===== src/rtl/lane_scroller.sv =====
// lane_scroller: one playfield lane; shifts a car bitmap on each Enable tick, spawns cars from an LFSR
// and latches a frog collision. Define LANE_WRAP_EN to recirculate exiting cars to the entry edge.
module lane_scroller #(
  parameter int          LANE_WIDTH    = 16,
  parameter int          COL_W         = 4,
  parameter int          DIRECTION     = 0,
  parameter logic [15:0] SEED          = 16'hACE1,
  parameter int          SPAWN_GAP_MIN = 3
) (
  input  logic                  ClockIn,
  input  logic                  Reset,
  input  logic                  Enable,
  input  logic                  Run,
  input  logic                  FrogInLane,
  input  logic [COL_W-1:0]      FrogCol,
  output logic [LANE_WIDTH-1:0] LaneCells,
  output logic                  LaneMoved,
  output logic                  Hit
);

  localparam logic [15:0] LFSR_INIT = (SEED == 16'h0000) ? 16'h0001 : SEED;
  localparam logic [15:0] LFSR_TAPS = 16'hB400;
  localparam logic [3:0]  GAP_MIN   = 4'(SPAWN_GAP_MIN);
  localparam logic [3:0]  GAP_MAX   = 4'hF;

  typedef enum logic [1:0] {
    ST_IDLE = 2'b00,
    ST_RUN  = 2'b01,
    ST_HIT  = 2'b10
  } state_t;

  state_t                state_q, state_d;
  logic [LANE_WIDTH-1:0] cells_q, cells_d;
  logic [15:0]           lfsr_q, lfsr_d;
  logic [3:0]            gap_q, gap_d;
  logic                  moved_q, moved_d;
  logic                  hit_q, hit_d;

  logic [31:0]           frog_col_s;
  logic                  frog_cell_s;
  logic                  coll_s;
  logic                  tick_s;
  logic                  spawn_s;
  logic                  entry_s;
  logic [LANE_WIDTH-1:0] shifted_s;

  // Galois right-shift step of the spawn LFSR.
  function automatic logic [15:0] lfsr_step(input logic [15:0] cur);
    return (cur >> 1) ^ (cur[0] ? LFSR_TAPS : 16'h0000);
  endfunction

  function automatic logic [3:0] gap_inc(input logic [3:0] cur);
    return (cur == GAP_MAX) ? GAP_MAX : cur + 4'd1;
  endfunction

  // Cell under the frog; columns beyond the lane never match, so they read as empty.
  always_comb begin
    frog_col_s  = 32'(FrogCol);
    frog_cell_s = 1'b0;
    for (int i = 0; i < LANE_WIDTH; i++) begin
      frog_cell_s = (frog_col_s == 32'(i)) ? cells_q[i] : frog_cell_s;
    end
  end

  assign coll_s  = (state_q == ST_RUN) && FrogInLane && frog_cell_s;
  assign tick_s  = (state_q == ST_RUN) && Run && Enable && !coll_s;
  assign spawn_s = (lfsr_q[1:0] == 2'b00) && (gap_q >= GAP_MIN);

`ifdef LANE_WRAP_EN
  assign entry_s = spawn_s | ((DIRECTION == 0) ? cells_q[0] : cells_q[LANE_WIDTH-1]);
`else
  assign entry_s = spawn_s;
`endif

  generate
    if (DIRECTION == 0) begin : g_toward_zero
      assign shifted_s = {entry_s, cells_q[LANE_WIDTH-1:1]};
    end else begin : g_toward_top
      assign shifted_s = {cells_q[LANE_WIDTH-2:0], entry_s};
    end
  endgenerate

  // State and datapath registers; reset wins over everything, including HIT.
  always_ff @(posedge ClockIn) begin
    if (Reset) begin
      state_q <= ST_IDLE;
      cells_q <= '0;
      lfsr_q  <= LFSR_INIT;
      gap_q   <= GAP_MIN;
      moved_q <= 1'b0;
      hit_q   <= 1'b0;
    end else begin
      state_q <= state_d;
      cells_q <= cells_d;
      lfsr_q  <= lfsr_d;
      gap_q   <= gap_d;
      moved_q <= moved_d;
      hit_q   <= hit_d;
    end
  end

  // Next-state logic; a collision outranks a Run drop in the same cycle.
  always_comb begin
    state_d = state_q;
    case (state_q)
      ST_IDLE: state_d = Run ? ST_RUN : ST_IDLE;
      ST_RUN: begin
        if (coll_s) begin
          state_d = ST_HIT;
        end else if (!Run) begin
          state_d = ST_IDLE;
        end else begin
          state_d = ST_RUN;
        end
      end
      ST_HIT:  state_d = ST_HIT;
      default: state_d = ST_IDLE;
    endcase
  end

  // Output/datapath updates: shift on a tick, otherwise latch a collision.
  always_comb begin
    cells_d = cells_q;
    lfsr_d  = lfsr_q;
    gap_d   = gap_q;
    moved_d = 1'b0;
    hit_d   = hit_q;
    if (tick_s) begin
      cells_d = shifted_s;
      lfsr_d  = lfsr_step(lfsr_q);
      gap_d   = spawn_s ? 4'd0 : gap_inc(gap_q);
      moved_d = 1'b1;
    end else if (coll_s) begin
      hit_d = 1'b1;
    end else begin
      hit_d = hit_q;
    end
  end

  assign LaneCells = cells_q;
  assign LaneMoved = moved_q;
  assign Hit       = hit_q;

endmodule


===== config.mk =====
export PLATFORM = sky130hd
export DESIGN_NAME = lane_scroller
export DESIGN_NICKNAME = d
export VERILOG_FILES = /design/src/rtl/lane_scroller.sv
export SDC_FILE = /design/constraint.sdc
export NUM_CORES = 1
export LEC_CHECK = 0
export CAP_MARGIN = 10
export CORE_UTILIZATION = 25
export DETAILED_ROUTE_END_ITERATION = 8
export SYNTH_ARGS = -nofsm -noshare
export SYNTH_HDL_FRONTEND = slang
export SYNTH_SLANG_ARGS = --single-unit

===== constraint.sdc =====
create_clock -name ClockIn -period 2.6 [get_ports ClockIn]
set_input_delay 0.78 -clock ClockIn [delete_from_list [all_inputs] [get_ports ClockIn]]
set_output_delay 0.78 -clock ClockIn [all_outputs]
set_load 0.02 [all_outputs]

# Word level (Yosys, flattened, before mapping)
# Index checks and enable logic that the tools add are counted.
op_classes:
  add_sub_neg: 1
  order_cmp: 1
  n_eq_ne: 18
  mux: 23
  bitwise_logic: 2
  n_reduce_logical: 11
op_table:
  columns: ["op", "count"]
  rows:
  - ["== test 4 bit, second input constant", 9]
  - ["2-to-1 mux 1 bit", 18]
  - ["== test 4 x 3 -> 1 bit, second input constant", 4]
  - ["2-to-1 mux 16 bit", 1]
  - ["XOR 15 x 16 -> 16 bit", 1]
  - ["== test 4 x 2 -> 1 bit, second input constant", 2]
  - ["2-to-1 mux 4 bit", 2]
  - ["logical AND 1 bit", 6]
  - ["one-hot mux 2 bit (3 select lines)", 1]
  - ["adder 4 x 1 -> 4 bit, second input constant", 1]
  - ["== test 4 x 1 -> 1 bit, second input constant", 1]
  - [">= comparator 4 x 2 -> 1 bit, second input constant", 1]
  - ["zero test 2 bit", 2]
  - ["zero test 4 bit", 1]
  - ["== test 2 x 1 -> 1 bit, second input constant", 1]
  - ["== test 2 bit, second input constant", 1]
  - ["2-to-1 mux 2 bit", 1]
  - ["AND reduction 2 bit", 1]
  - ["zero test 1 bit", 1]
  - ["inverter 1 bit", 1]
totals:
  ff_bits: 40
  wordCells: 62

# Depth between registers and ports, before layout
depth:
  word_depth: 22
  depth_mapped: 8
  ltp_nobuf: 5

# Worst setup path after synthesis
# OpenSTA, ideal clock, no wires.
synth_timing:
  path_kind: "input port to flip-flop"
  start: "in FrogCol[0]"
  end: "reg lfsr_q[6]"
  setup_time_ns: 0.122
  t_arrival_ns: 2.159
  required_ns: 2.478
  setup_slack_ns: 0.319
  path_stages: 8
  n_path_buf: 3
  path_cell_list: "buf_6 mux4_2 nand3b_4 and3_4 a22oi_2 buf_6 buf_12 mux2i_1"
synth_between:
  elab_chain_cells: 20
synth_lines:
  columns: ["element", "line_no", "source"]
  rows:
  - ["start, declared", "15", "input logic [COL_W-1:0] FrogCol,"]
  - ["zero test 4 bit", "61", "frog_cell_s = (frog_col_s == 32'(i)) ? cells_q[i] : frog_cell_s;"]
  - ["2-to-1 mux 1 bit (15 in a row)", "61", null]
  - ["2-to-1 mux 1 bit (*)", "61", null]
  - ["logical AND 1 bit (*)", "65", "assign coll_s = (state_q == ST_RUN) && FrogInLane && frog_cell_s;"]
  - ["zero test 1 bit (*)", "66", "assign tick_s = (state_q == ST_RUN) && Run && Enable && !coll_s;"]
  - ["logical AND 1 bit (*)", "66", null]
  - ["end signal, assigned", "95", "lfsr_q <= lfsr_d;"]
  - ["end, declared", "34", "logic [15:0] lfsr_q, lfsr_d;"]
# Every way passes the cells marked *; elsewhere a longest branch is shown, timed or not.
# A chain may end at the register's enable or synchronous reset.

# Worst setup path after layout
layout_timing:
  start: "in FrogCol[3]"
  end: "reg lfsr_q[10]"
# The elaborated chain is that of the path after synthesis.

==> metrics <==
critical path required time=2.83 ns; DRC viols=0; Synth Flop Type=dfxtp_1; Mapped Nets=200; internal power=879 uW; #FFs+latches synth=40; final period demand of the worst path=2.48 ns; sequential power share=54.2%; Inserted Clock Buffers=5; antenna violations before repair=0; cells after synthesis=190; CP arrival=2.70 ns; Cell Pwr Density=483 nW/um2; P_leak=0.00104 uW; total gr overflow=0; CP Launch Point=FrogCol[3]; vias in the first global route=1435; row cnt=31; maximum fanout along the worst path=20; worst r2r src=LaneCells[10]; CTS Root Cell=clkbuf_8; core box area=7290 um2; worst min path class=reg2reg; Tot GR Track Use=11.5%; Filler Cells Inserted=802; area of the multi-input gates=982 um2; Placer Congestion=0.806; Area Overhead vs Synth=28.2%; post-DP HPWL=2960 um; CTS sink cnt=40; Post-layout nets=239; post-synthesis sequential area ratio=42.2%; die width=89.1 um; Worst Clk Skew=0.00916 ns; die height=89.1 um; FF/Latch Area=801 um2; crit share post-route=95.3%; R2R setup slack=0.79 ns; clock power share=33.9%; Rel. slew slack=77.7%; Post-synth EDFFs=0; CTS tree=built; Max H-tree Level=2; wire length of the first global-routing pass=6830 um; Die ar.=7940 um2; DR iter-0 viols=32; sw frac=25.1%; Hold Vio Cnt, Final=0; Pwr Total=1170 uW; layout cell share with drive strength beyond 1=15.7%; status=complete, no violations; routed vias/inst=4.51; R2R depth=6; # IOs=27; Initial Util=26.0%; Comb power frac=11.8%; maximum resistive drop on vdd=0.000151 V; Ant. Diodes=0; Post-Synthesis Cell Area=1900 um2; clock latency on the worst-skew pair=0.29 ns; Async S/R FF share, synth=0%; worst-margin pin slew=0.333 ns; DRT Pass-1 Iters=4; nature of the critical path startpoint=input port; Slew Viols, Final=0; Cell variety after synth=44; synth warn=0; Worst-path clk slew=0.08 ns; via count=1478; hold_buf cts=0; Routed WL=4040 um; Setup TNS=0 ns; Max Clock Freq=404 MHz; crit path kind=in2reg; Avg Synthesized Cell Area=9.98 um2; Worst setup EP type=flop; largest net degree at the start of global routing=31; Clock Path Buffers=2; Final setup viols=0; CP endpoint=lfsr_q[10]; Antenna Nets Post-Route=0; worst r2r dst=lfsr_q[10]; wire per inst=12.3 um; RSZ-0062 raised after global routing=no; # Max-Cap Violations=0; net switching power=295 uW; PortBufs=26
-- synth_stat cells (3+ instances only) --
master	instances	area, um2
clkbuf_1	6	22.5
dfxtp_1	40	801
inv_1	3	11.3
mux2i_1	35	350
nand2_1	31	116
nor2_1	21	78.8
o21a_1	4	30.0
-- worst min path at each step --
| stage | end | cells past startpoint | startpoint |
|---|---|---|---|
| floorplan | state_q[0] | 1 | state_q[1] |
| global placement | lfsr_q[4] | 2 | lfsr_q[5] |
| detailed placement | lfsr_q[4] | 2 | lfsr_q[5] |
| CTS | lfsr_q[4] | 2 | lfsr_q[5] |
| global route | lfsr_q[2] | 2 | lfsr_q[3] |
| finish | lfsr_q[2] | 2 | lfsr_q[3] |
-- worst max-delay path: stages --
cell	delay, ns
clkdlybuf4s50_1	0.54
mux2i_1	0.11
o211a_1	0.24
o32a_4	0.38
a22oi_2	0.21
buf_12	0.22
mux2i_1	0.21
-- timing repair --
| item | 4_1_cts | 5_1_grt |
|---|---|---|
| setup endpoints to repair | 0 | 16 |
| setup buffers | 0 | 0 |
| gates resized for setup | 0 | 2 |
-- metrics by stage --
stage	hold WS, ns	area, um2	setup WS, ns	util [%]	cells
floorplan	0.431	1900	0.319	-	190
global placement	0.446	2350	-0.210	32.2	321
detailed placement	0.453	2350	-0.255	32.2	321
CTS	0.466	2430	0.0444	33.3	328
global route	0.476	2430	0.0560	33.4	328
finish	0.460	2430	0.122	33.4	328
-- flip-flops by register name, summed over array words and instances (netlist names) --
signal	flops
LaneMoved	1
state_q	2
lfsr_q	16
gap_q	4
LaneCells	16
Hit	1
-- power by group through the flow --
stage	Combinational (uW)	Sequential, uW	Clock [uW]
floorplan	97.1	649	0
global placement	139	651	0
detailed placement	141	651	0
CTS	142	637	413
global route	153	639	444
finish	139	637	398
-- cells by family (layout without fill, tap and decap cells) --
logic type	Yosys count	count (layout)	share of synthesized area [%]
AND/OR/NAND/NOR	66	66	16.4
flip-flops	40	40	42.2
multiplexers	37	37	20.8
AO/OA/AOI/OAI	27	27	12.5
buffers and inverters	16	55	6.00
XOR/XNOR	3	3	1.39
adder cells (fa/ha/maj)	1	1	0.660
-- cell usage in the layout, fill, tap and decap left out, types with 2 or more instances in the layout --
| cell type | n |
|---|---|
| a211oi_1 | 2 |
| a21oi_1 | 2 |
| and4b_1 | 2 |
| buf_12 | 2 |
| buf_4 | 17 |
| clkbuf_8 | 5 |
| clkdlybuf4s50_1 | 24 |
| dfxtp_1 | 40 |
| dlymetal6s2s_1 | 2 |
| inv_1 | 3 |
| mux2i_1 | 35 |
| mux4_2 | 2 |
| nand2_1 | 31 |
| nor2_1 | 21 |
| nor2b_1 | 2 |
| nor3_1 | 2 |
| o211a_1 | 2 |
| o21a_1 | 4 |
| o21ai_0 | 2 |
| o21ai_1 | 2 |
| xor2_1 | 2 |
-- per-layer routing --
metal | GRT usage [%] | wire, um
met5 | 0 | 0
met4 | 6.20 | 72
met3 | 2.86 | 123
met2 | 17.2 | 1810
met1 | 15.0 | 2030
-- layout make-up --
cell class / instances / area share, %
Multi-Input combinational cell: 134 / 40.4
Sequential cell: 40 / 32.9
Timing Repair Buffer: 45 / 17.8
Tap cell: 99 / 5.09
Clock buffer: 5 / 2.83
Clock inverter: 2 / 0.514
Inverter: 3 / 0.463
No activity file was read; power rests on OpenSTA's default activity.
